<file path="src/rtl/fetch_queue.sv">
// Instruction fetch front-end: owns the fetch PC, issues one outstanding request
// at a time to instruction memory, and buffers {instr, pc+4} for the IF/ID register.
module fetch_queue #(
  parameter int unsigned DEPTH    = 4,
  parameter logic [31:0] RESET_PC = 32'h0000_0000
) (
  input  logic        clk_i,
  input  logic        rst_i,
  output logic        mem_req_o,
  output logic [31:0] mem_addr_o,
  input  logic        mem_ack_i,
  input  logic [31:0] mem_data_i,
  input  logic        redirect_i,
  input  logic [31:0] redirect_pc_i,
  input  logic        stall_i,
  output logic        valid_o,
  output logic [31:0] instr_o,
  output logic [31:0] pc_plus4_o
);

  localparam int unsigned PW      = (DEPTH > 1) ? $clog2(DEPTH) : 1;
  localparam int unsigned CW      = PW + 1;
  localparam logic [31:0] PC_STEP = 32'd4;

  typedef enum logic [1:0] {
    IDLE = 2'd0,
    WAIT = 2'd1,
    DROP = 2'd2
  } state_t;

  state_t        state_q, state_d;
  logic [31:0]   fetch_pc_q, fetch_pc_d;
  logic [31:0]   addr_q, addr_d;
  logic [CW-1:0] count_q, occ_next;
  logic [PW-1:0] rd_ptr_q, wr_ptr_q;
  logic [31:0]   instr_mem [DEPTH];
  logic [31:0]   pcp4_mem  [DEPTH];
  logic          push, pop, space;

  assign valid_o    = (count_q != '0);
  assign instr_o    = valid_o ? instr_mem[rd_ptr_q] : '0;
  assign pc_plus4_o = valid_o ? pcp4_mem[rd_ptr_q]  : '0;
  assign mem_addr_o = addr_q;

  assign pop = valid_o & ~stall_i & ~redirect_i;

  // Occupancy after this edge decides whether another request may be issued.
  assign occ_next = count_q + CW'(push) - CW'(pop);
  assign space    = (occ_next < CW'(DEPTH));

  // State register
  always_ff @(posedge clk_i or posedge rst_i) begin
    if (rst_i) begin
      state_q <= IDLE;
    end else begin
      state_q <= state_d;
    end
  end

  // Next-state, next fetch PC and next request address
  always_comb begin
    state_d    = state_q;
    fetch_pc_d = fetch_pc_q;
    addr_d     = addr_q;
    case (state_q)
      IDLE: begin
        if (redirect_i) begin
          fetch_pc_d = redirect_pc_i;
        end else if (space) begin
          addr_d  = fetch_pc_q;
          state_d = WAIT;
        end
      end
      WAIT: begin
        if (mem_ack_i) begin
          if (redirect_i) begin
            fetch_pc_d = redirect_pc_i;
            state_d    = IDLE;
          end else begin
            fetch_pc_d = fetch_pc_q + PC_STEP;
            if (space) begin
              addr_d = fetch_pc_q + PC_STEP;
            end else begin
              state_d = IDLE;
            end
          end
        end else if (redirect_i) begin
          // Request stays on the bus until memory answers; its data is dropped.
          fetch_pc_d = redirect_pc_i;
          state_d    = DROP;
        end
      end
      DROP: begin
        if (redirect_i) begin
          fetch_pc_d = redirect_pc_i;
        end
        if (mem_ack_i) begin
          state_d = IDLE;
        end
      end
      default: begin
        state_d = IDLE;
      end
    endcase
  end

  // Outputs decoded from the current state
  always_comb begin
    mem_req_o = 1'b0;
    push      = 1'b0;
    case (state_q)
      WAIT: begin
        mem_req_o = 1'b1;
        push      = mem_ack_i & ~redirect_i;
      end
      DROP: begin
        mem_req_o = 1'b1;
      end
      default: begin
        mem_req_o = 1'b0;
      end
    endcase
  end

  // Fetch PC, request address and FIFO bookkeeping; redirect flushes the queue
  always_ff @(posedge clk_i or posedge rst_i) begin
    if (rst_i) begin
      fetch_pc_q <= RESET_PC;
      addr_q     <= RESET_PC;
      count_q    <= '0;
      rd_ptr_q   <= '0;
      wr_ptr_q   <= '0;
    end else begin
      fetch_pc_q <= fetch_pc_d;
      addr_q     <= addr_d;
      if (redirect_i) begin
        count_q  <= '0;
        rd_ptr_q <= '0;
        wr_ptr_q <= '0;
      end else begin
        count_q  <= occ_next;
        rd_ptr_q <= rd_ptr_q + PW'(pop);
        wr_ptr_q <= wr_ptr_q + PW'(push);
      end
    end
  end

  // Entry storage; contents are qualified by count, so no reset is needed
  always_ff @(posedge clk_i) begin
    if (push) begin
      instr_mem[wr_ptr_q] <= mem_data_i;
      pcp4_mem[wr_ptr_q]  <= addr_q + PC_STEP;
    end
  end

endmodule

</file>
<file path="config.mk">
export PLATFORM = sky130hd
export DESIGN_NAME = fetch_queue
export DESIGN_NICKNAME = d
export VERILOG_FILES = /design/src/rtl/fetch_queue.sv
export SDC_FILE = /design/constraint.sdc
export NUM_CORES = 1
export LEC_CHECK = 0
export CAP_MARGIN = 10
export CORE_ASPECT_RATIO = 0.75
export CORE_MARGIN = 8
export CORE_UTILIZATION = 35
export DETAILED_ROUTE_END_ITERATION = 8
export HOLD_SLACK_MARGIN = 0.06
export PLACE_DENSITY_LB_ADDON = 0.05
export SKIP_LAST_GASP = 1
export SYNTH_ARGS = -nofsm -noshare
export SYNTH_HDL_FRONTEND = slang
export SYNTH_SLANG_ARGS = --single-unit
</file>
<file path="constraint.sdc">
create_clock -name clk_i -period 7.84 [get_ports clk_i]
set_clock_uncertainty 0.1 [all_clocks]
set_input_delay 1.176 -clock clk_i [delete_from_list [all_inputs] [get_ports clk_i]]
set_output_delay 1.176 -clock clk_i [all_outputs]
set_load 0.05 [all_outputs]
</file>
# Word-level counts from Yosys, hierarchy flattened
# Memories as Yosys holds them, arrays and structs flattened.
# Index checks and enable logic that the tools add are counted.
[totals]
out_inout_bits = 98
mem_bits_rw = 256
wordCells = 65
in_bits = 69
regBits = 73
mem_count = 2
[op_classes]
magnitude_cmp = 1
n_bitwise = 5
eq_ne = 10
n_mux = 27
reduce_logical = 8
n_addsub = 6
[mem_list]
columns = ["memory", "words", "width", "read_ports", "rd_clocked_by_memory_dff", "write_ports", "line_no", "source"]
rows = [
  ["instr_mem", 4, 32, 1, 0, 1, "36", "logic [31:0] instr_mem [DEPTH];"],
  ["pcp4_mem", 4, 32, 1, 0, 1, "37", "logic [31:0] pcp4_mem [DEPTH];"],
]
[op_table]
columns = ["operator", "count"]
rows = [
  ["$mux 32", 10],
  ["$pmux 32 s2", 2],
  ["$add 32x3->32 const B", 2],
  ["$mux 2", 9],
  ["$ne 2x2->1 const B", 6],
  ["$ne 3x3->1 const B", 2],
  ["$pmux 2 s3", 1],
  ["$reduce_and 6->1", 1],
  ["$reduce_and 5->1", 1],
  ["$add 2x1->2", 2],
  ["$mux 1", 4],
  ["$reduce_bool 2->1", 2],
  ["$reduce_or 2->1", 2],
  ["$add 3x1->3", 1],
  ["$and 1x1->1", 3],
  ["$lt 3x3->1 const B", 1],
  ["$mux 3", 1],
  ["$reduce_bool 3->1", 1],
  ["$sub 3x1->3", 1],
  ["$eq 2x1->1 const B", 1],
  ["$eq 2x2->1 const B", 1],
  ["$logic_not 2->1", 1],
  ["$not 1->1", 2],
]

# Longest topological paths before layout
# Gate-level depths: netlist of run 1.
[depth]
ltp_word = 10
depth_mapped = 17
depth_no_buf = 15

# Worst setup path after synthesis of run 1
# No wires, ideal clock.
[synth_path]
path_type = "input to register"
from = "in redirect_i"
to = "mem instr_mem[1][0], enable pin"
setup_slack_ns = 0.836
n_path_buf = 1
required_time_ns = 7.162
arrival_ns = 6.326
stages = 4
setup_ns = 0.578
path_cell_list = "clkbuf_1 nor2_1 nand2_1 nor3b_1"
[synth_between]
elab_chain_len = 5
[synth_rtl]
columns = ["element", "line_no", "source"]
rows = [
  ["start, declared", "13", "input logic redirect_i,"],
  ["$not 1->1", "114", "push = mem_ack_i & ~redirect_i;"],
  ["$and 1x1->1", "114", ""],
  ["$mux 1", "111", "case (state_q)"],
  ["$mux 1", "150", "if (push) begin"],
  ["$mux 1 (implied by the code)", "151", "instr_mem[wr_ptr_q] <= mem_data_i;"],
  ["end, declared", "36", ""],
]
# No other way between the ends.

# Worst setup path after layout of run 1
[layout_path]
from = "reg rd_ptr_q[0]"
to = "out pc_plus4_o[12]"
[layout_between]
elab_chain_len = 2
[layout_rtl]
columns = ["element", "line_no", "source"]
rows = [
  ["start, declared", "35", "logic [PW-1:0] rd_ptr_q, wr_ptr_q;"],
  ["start signal, assigned", "142", "rd_ptr_q <= rd_ptr_q + PW'(pop);"],
  ["$mem_v2 4x32", "-", ""],
  ["$mux 32", "42", "assign pc_plus4_o = valid_o ? pcp4_mem[rd_ptr_q] : '0;"],
  ["end, declared", "18", "output logic [31:0] pc_plus4_o"],
]
# No other way between the ends.

==> results of run 1 <==
[registers in the layout, indices dropped and copies added (netlist names)]
register	count
count_q	3
state_q	2
fetch_pc_q	32
instr_mem	128
mem_addr_o	32
wr_ptr_q	2
pcp4_mem	128
rd_ptr_q	2
[critical path: stages, from the launching register on]
cell and delay [ns]:
dfrtp_4 0.84, buf_4 0.71, mux4_2 0.59, and2_1 0.26
clkdlybuf4s50_1 0.74
[cell usage in the layout, fill, tap and decap left out, types with 4 or more instances in the layout]
master             n
nor2b_1            6
nand4_1           19
nor4_1             5
mux2i_1            5
buf_4             13
o21ai_0           26
clkdlybuf4s50_1  165
and4_1             6
mux2_2             5
xor2_1            22
clkbuf_16         36
nor3_1            20
o311ai_0           4
and3_1            11
clkbuf_1           5
xnor2_1           37
a22oi_1           11
nand3_1           34
mux4_2            64
clkinv_1          11
bufinv_16          4
inv_1             13
a21oi_1           44
and2_1            65
nand2_1           54
nor2_1            71
ha_1              10
edfxtp_1         256
dfrtp_1           71
clkinv_2           5
[cell families after synthesis]
group	after synthesis
xor gates and xnor gates	60
buffers and inverters	72
AOI/OAI and AO/OA	108
muxes	74
DFF	329
adders and majority gates	11
and+or+nand+nor	323
[metal layers]
metal  up-vias  routed length [microns]  global-route usage (%)
li1       4044                        -                       -
met1      4345                    16840                   20.66
met2       195                    17470                   25.29
met3        43                     1805                   3.122
met4         0                      667                   3.844
met5         -                        0                       0
[per-stage QoR]
stage,instances,utilization (%)
finish,1691,43.71
global route,1690,43.71
CTS,1690,43.71
detailed placement,1628,40.92
global placement,1628,40.92
floorplan,977,-
[cell usage after synthesis, drive strengths merged (2+ instances only)]
cell type  count
edfxtp       256
dfrtp         73
nor2          72
and2          65
mux4          64
nand2         54
a21oi         45
xnor2         37
clkbuf        35
nand3         35
o21ai         26
nor3          22
xor2          22
buf           21
nand4         21
inv           14
and3          12
a22oi         11
ha            10
nor4          10
and4           6
nor2b          6
nor3b          6
mux2           5
mux2i          5
o311ai         4
or3            4
o22ai          3
or4            3
a211o          2
clkinv         2
nand2b         2
[power by group through the flow]
stage | Sequential [mW] | Clock (mW) | Combinational, mW
floorplan | 2.66 | 0 | 1.49
global placement | 2.53 | 0 | 2.54
detailed placement | 2.53 | 0 | 2.54
CTS | 2.50 | 1.72 | 2.55
global route | 2.53 | 1.78 | 2.67
finish | 2.49 | 1.66 | 2.49
[path summary, 6_finish.rpt]
| check | start | endpoint | slack, ns | cells after the start |
|---|---|---|---|---|
| worst max-delay path | rd_ptr_q[0]$_DFF_PP0_ | pc_plus4_o[12] | 2.88 | 4 |
| max in group asynchronous | rst_i | rd_ptr_q[1]$_DFF_PP0_ | 5.65 | 3 |
| min in group asynchronous | rst_i | rd_ptr_q[0]$_DFF_PP0_ | 1.27 | 3 |
| worst max register to register | state_q[1]$_DFFE_PP0P_ | mem_addr_o[0]$_DFFE_PP0P_ | 3.76 | 15 |
| worst min register to register | fetch_pc_q[0]$_DFFE_PP0P_ | fetch_pc_q[0]$_DFFE_PP0P_ | 0.39 | 2 |
| worst min-delay path | fetch_pc_q[0]$_DFFE_PP0P_ | fetch_pc_q[0]$_DFFE_PP0P_ | 0.39 | 2 |
[cell type report]
type	count	area [sq um]	area share (%)
diodes	1	2.502	0.01402
clock buffers	42	933.4	5.228
clock inverters	20	203.9	1.142
inverters	16	60.06	0.3364
multi-input cells	576	4716	26.42
flip-flops and latches	329	9522	53.34
well taps	528	660.6	3.701
repair buffers	179	1754	9.826
==> results by group, run 1 <==
Critical path
  – Crit path DAT: ~3.7 ns
  – Startpoint types: flip-flop
  – Worst-path fanout max: 36
  – CP required: 6.56 ns
  – Critical path endpoint category: output port
  – Setup CP Type: reg2out

Timing
  – Final period util: 63.27%
  – Worst Tran Pin Value: roughly 1.1 ns
  – FMAX: about 200 MHz
  – Max Transition Viols Final: 0
  – WHS: between 0.3 and 0.4 ns
  – Final worst-path setup slack: ~2.9 ns
  – Slew HR: between 20% and 30%
  – Endpoints failing setup: 0
  – Final min period: between 4 and 5 ns
  – RSZ-0062 raised after global routing: false
  – Final Hold Viols: 0
  – TNS Setup: 0 ns

Cells and area
  – Final design instance area without fill: ~18000 sq um
  – P&R area growth vs syn: 23.12%
  – Share of layout cells above drive strength 1: between 10% and 20%
  – Number of nets in the layout: between 1k and 1.5k
  – Fillers: around 3.7k

Logic synthesis
  – Post-Synth Simple-Gate Area: 12.34%
  – Top cells by area, synth: edfxtp_1 53%, dfrtp_1 13%, mux4_2 9.9%
  – Primary flip-flop cell chosen by synthesis mapping: edfxtp_1
  – Mux contribution to synthesized area: a little over a tenth
  – Yosys reg bits: ~330
  – Dominant cell type by area after synthesis: edfxtp_1
  – Synth async-reset ratio: between 20% and 30%
  – Post-synthesis xor/xnor area fraction: under 10%
  – Compound-gate portion of the synthesized area: around 4.6%
  – Area share of the largest cell type after synthesis: 53.02%
  – Mapped Cells: 977
  – Synth unique cells: 67
  – Largest family of logic cells by synthesized area: simple AND/OR/NAND/NOR gates
  – Number of enable flip-flop cells after synthesis: ~260
  – Seq/Total Area, Yosys: ~66%
  – Post-synthesis adder-cell area fraction: 1.001%
  – Synth Warn #: 0
  – Mapped Nets: approximately 1.1k
  – Mean Syn Cell Area: about 15 sq um
  – Synth Cell Area: between 10000 and 15000 sq um

Run
  – Max cap viols: 0

CTS
  – H-tree Lvls: 2
  – CTS sink cnt: between 300 and 400
  – CTS clk-pin slew, worst paths: 0.06 ns
  – Clk_lat worst skew: approximately 0.52 ns
  – Hold-fix buffers at CTS: 0
  – CTS Buf Count: 35
  – Root Driver: clkbuf_16
  – Clock Tree Buf Depth: 3
  – Post-CTS repair timing setup buffer count: 0
  – CTS tree: done
  – Resized cells post-CTS: 0

Pwr
  – NetSw: 2.604 mW
  – Final total power: 6.646 mW
  – P_int: 4.042 mW
  – Comb pwr share: roughly 38%
  – Power Density: between 300 and 400 nW/um^2
  – Sw Share: approximately two fifths
  – Worst VDD drop: around 0.22 mV
  – Clock group share of total power: about a quarter
  – Leak: ~5.9 nW
  – Reg power frac: between 30% and 40%

Floorplanning
  – # rows: 64
  – CORE AREA: around 40000 sq um
  – I/O pin count: 167
  – Die Area: 48270 sq um
  – Die height: between 150 and 200 microns
  – Initial Utilization: a little over a third
  – Die X: 251.0 microns

Status
  – Status: complete, no violations

Drt
  – Detail Route Antenna Nets: 0
  – Routed vias/inst: approximately 5.1
  – Drt first-iter violations: ~470
  – Aggregate routed wire length: around 37000 microns
  – Residual DRC: 0
  – Vias: between 8k and 9k
  – WL per Instance: 21.75 microns
  – First drt pass iteration count: 5

Global route
  – GRT Util Overall: around 15%
  – Number of global-route vias before repair: 9173
  – Largest net degree at the start of global routing: 74
  – First-pass GRT wire length: roughly 57000 microns
  – Antenna violations before repair: 0
  – Grt ovf: 0

Placed design
  – GP Congestion: about 0.85
  – Pre-CTS setup slack: about 3.2 ns
  – Post-DP HPWL: 23230 microns
  – Area post-placement: about 17000 sq um
  – I/O Buffers: around 170

Worst hold path
  – HP Class: reg2reg
No activity file was read; power rests on OpenSTA's default activity.
==> run 2, diff against run 1 <==
==> constraint.sdc (replaced) <==
create_clock -name clk_i -period 5 [get_ports clk_i]
set_clock_uncertainty 0.1 [all_clocks]
set_input_delay 0.75 -clock clk_i [delete_from_list [all_inputs] [get_ports clk_i]]
set_output_delay 0.75 -clock clk_i [all_outputs]
set_load 0.05 [all_outputs]
==> results by group, run 2 (synthesis gave the netlist of run 1 again) <==
Pwr
  – Leak: approximately 6 nW
  – Power Density: 578.4 nW/um^2
  – Final total power: a little over 10 mW
  – Worst VDD drop: 0.3928 mV

Timing
  – FMAX: about 260 MHz
  – WHS: about 0.4 ns
  – Worst Tran Pin Value: approximately 0.89 ns
  – TNS Setup: 0 ns
  – RSZ-0062 raised after global routing: false
  – Slew HR: about two fifths
  – Final Hold Viols: 0
  – Max Transition Viols Final: 0
  – Final period util: between 70% and 80%
  – Final min period: just under 4 ns
  – Endpoints failing setup: 0

Drt
  – Aggregate routed wire length: about 37000 microns
  – Drt first-iter violations: 728
  – First drt pass iteration count: 5
  – Vias: a little under 9k
  – Detail Route Antenna Nets: 0
  – Residual DRC: 0
  – Routed vias/inst: 5.133
  – WL per Instance: about 22 microns

CTS
  – Clk_lat worst skew: about 0.52 ns
  – CTS clk-pin slew, worst paths: around 0.06 ns
  – Root Driver: clkbuf_16
  – CTS Buf Count: 35
  – H-tree Lvls: 2
  – CTS sink cnt: between 300 and 400
  – Hold-fix buffers at CTS: 0
  – Clock Tree Buf Depth: 3
  – Resized cells post-CTS: 0
  – Post-CTS repair timing setup buffer count: 0
  – CTS tree: done

Critical path
  – R2R setup slack: ~1.5 ns
  – Cell Chain, Critical Path: buf_4 > mux4_2 > and2_1 > clkdlybuf4s50_1
  – Startpoint types: flip-flop
  – Setup CP Type: reg2out
  – CP required: roughly 4.2 ns
  – CP max stage cell: clkdlybuf4s50_1
  – Crit path DAT: slightly above 3 ns
  – Slowest stage delay, CP: around 0.71 ns
  – Critical path endpoint category: output port
  – Worst-path fanout max: 17

Floorplanning
  – CORE AREA: around 41000 sq um
  – I/O pin count: roughly 170
  – Die Area: 48270 sq um
  – # rows: 64
  – Die X: around 250 microns
  – Initial Utilization: 35.51%
  – Die height: between 150 and 200 microns

Cells and area
  – Fillers: around 3.7k
  – Largest regs: instr_mem x128, pcp4_mem x128
  – Register area: approximately 9500 sq um
  – Number of nets in the layout: roughly 1.2k
  – P&R area growth vs syn: 23.60%
  – Antenna diodes: 0
  – Most common cell after layout, fill and taps aside: edfxtp_1
  – Share of layout cells above drive strength 1: between 10% and 20%
  – Area of the multi-input gates: between 4000 and 5000 sq um
  – Most frequent cells in the layout: 256 x edfxtp_1, 165 x clkdlybuf4s50_1, 71 x nor2_1, 71 x dfrtp_1, 65 x and2_1
  – Layout Utilization: between 40% and 50%
  – Final design instance area without fill: between 15000 and 20000 sq um

Global route
  – First-pass GRT wire length: 56930 microns
  – Antenna violations before repair: 0
  – Largest net degree at the start of global routing: 66
  – Number of global-route vias before repair: ~9k
  – Grt ovf: 0
  – GRT Util Overall: 15.29%

Status
  – Status: complete, no violations

Placed design
  – Post-DP HPWL: ~24000 microns
  – GP Congestion: slightly above 0.8
  – I/O Buffers: approximately 170
  – Area post-placement: 16830 sq um

Worst hold path
  – HP Class: reg2reg

Run
  – Max cap viols: 0
-- run 2: worst max-delay path, delay by kind of cell, from the launching register on --
| kind | cells | cell delay (ns) |
|---|---|---|
| simple gates | 1 | 0.19 |
| mux | 1 | 0.55 |
| flops | 1 | 0.66 |
| buf+inv | 2 | 1.12 |
-- run 2: path summary, 6_finish.rpt --
check | from | endpoint | depth (start not counted)
hold reg to reg | fetch_pc_q[1]$_DFFE_PP0P_ | fetch_pc_q[1]$_DFFE_PP0P_ | 2
setup / recovery | rd_ptr_q[0]$_DFF_PP0_ | pc_plus4_o[16] | 4
setup reg to reg | state_q[1]$_DFFE_PP0P_ | mem_addr_o[23]$_DFFE_PP0P_ | 16
min in group asynchronous | rst_i | rd_ptr_q[1]$_DFF_PP0_ | 2
hold / removal | fetch_pc_q[1]$_DFFE_PP0P_ | fetch_pc_q[1]$_DFFE_PP0P_ | 2
max in group asynchronous | rst_i | fetch_pc_q[12]$_DFFE_PP0P_ | 3
-- run 2: per-layer routing --
layer	GRT usage [%]	vias to the layer above	part of all wire [%]
met4	3.397	0	1.6
li1	-	4058	-
met1	21.25	4409	46
met3	3.297	42	5.6
met2	24.56	202	47
met5	0	-	0
-- run 2: cell type report --
cell class | count | area share [%]
clock inverters | 18 | 0.8936
repair buffers | 188 | 10.44
flip-flops and latches | 329 | 53.13
inverters | 16 | 0.3351
multi-input cells | 576 | 26.31
well taps | 528 | 3.686
clock buffers | 42 | 5.201
-- run 2: through the flow --
stage | instances | worst slack, ns
3_5_place_dp | 1637 | 0.9794
2_1_floorplan | 977 | -1.715
6_report | 1697 | 1.109
4_1_cts | 1697 | 0.9837
3_3_place_gp | 1637 | 1.048
5_1_grt | 1697 | 0.9091
-- run 2: power breakdown --
| group | total, mW | leakage (nW) | switching (mW) | internal, mW |
|---|---|---|---|---|
| clock network | 2.51 | 0.534 | 1.03 | 1.48 |
| logic | 3.96 | 2.23 | 2.58 | 1.39 |
| registers | 3.89 | 3.16 | 0.452 | 3.44 |
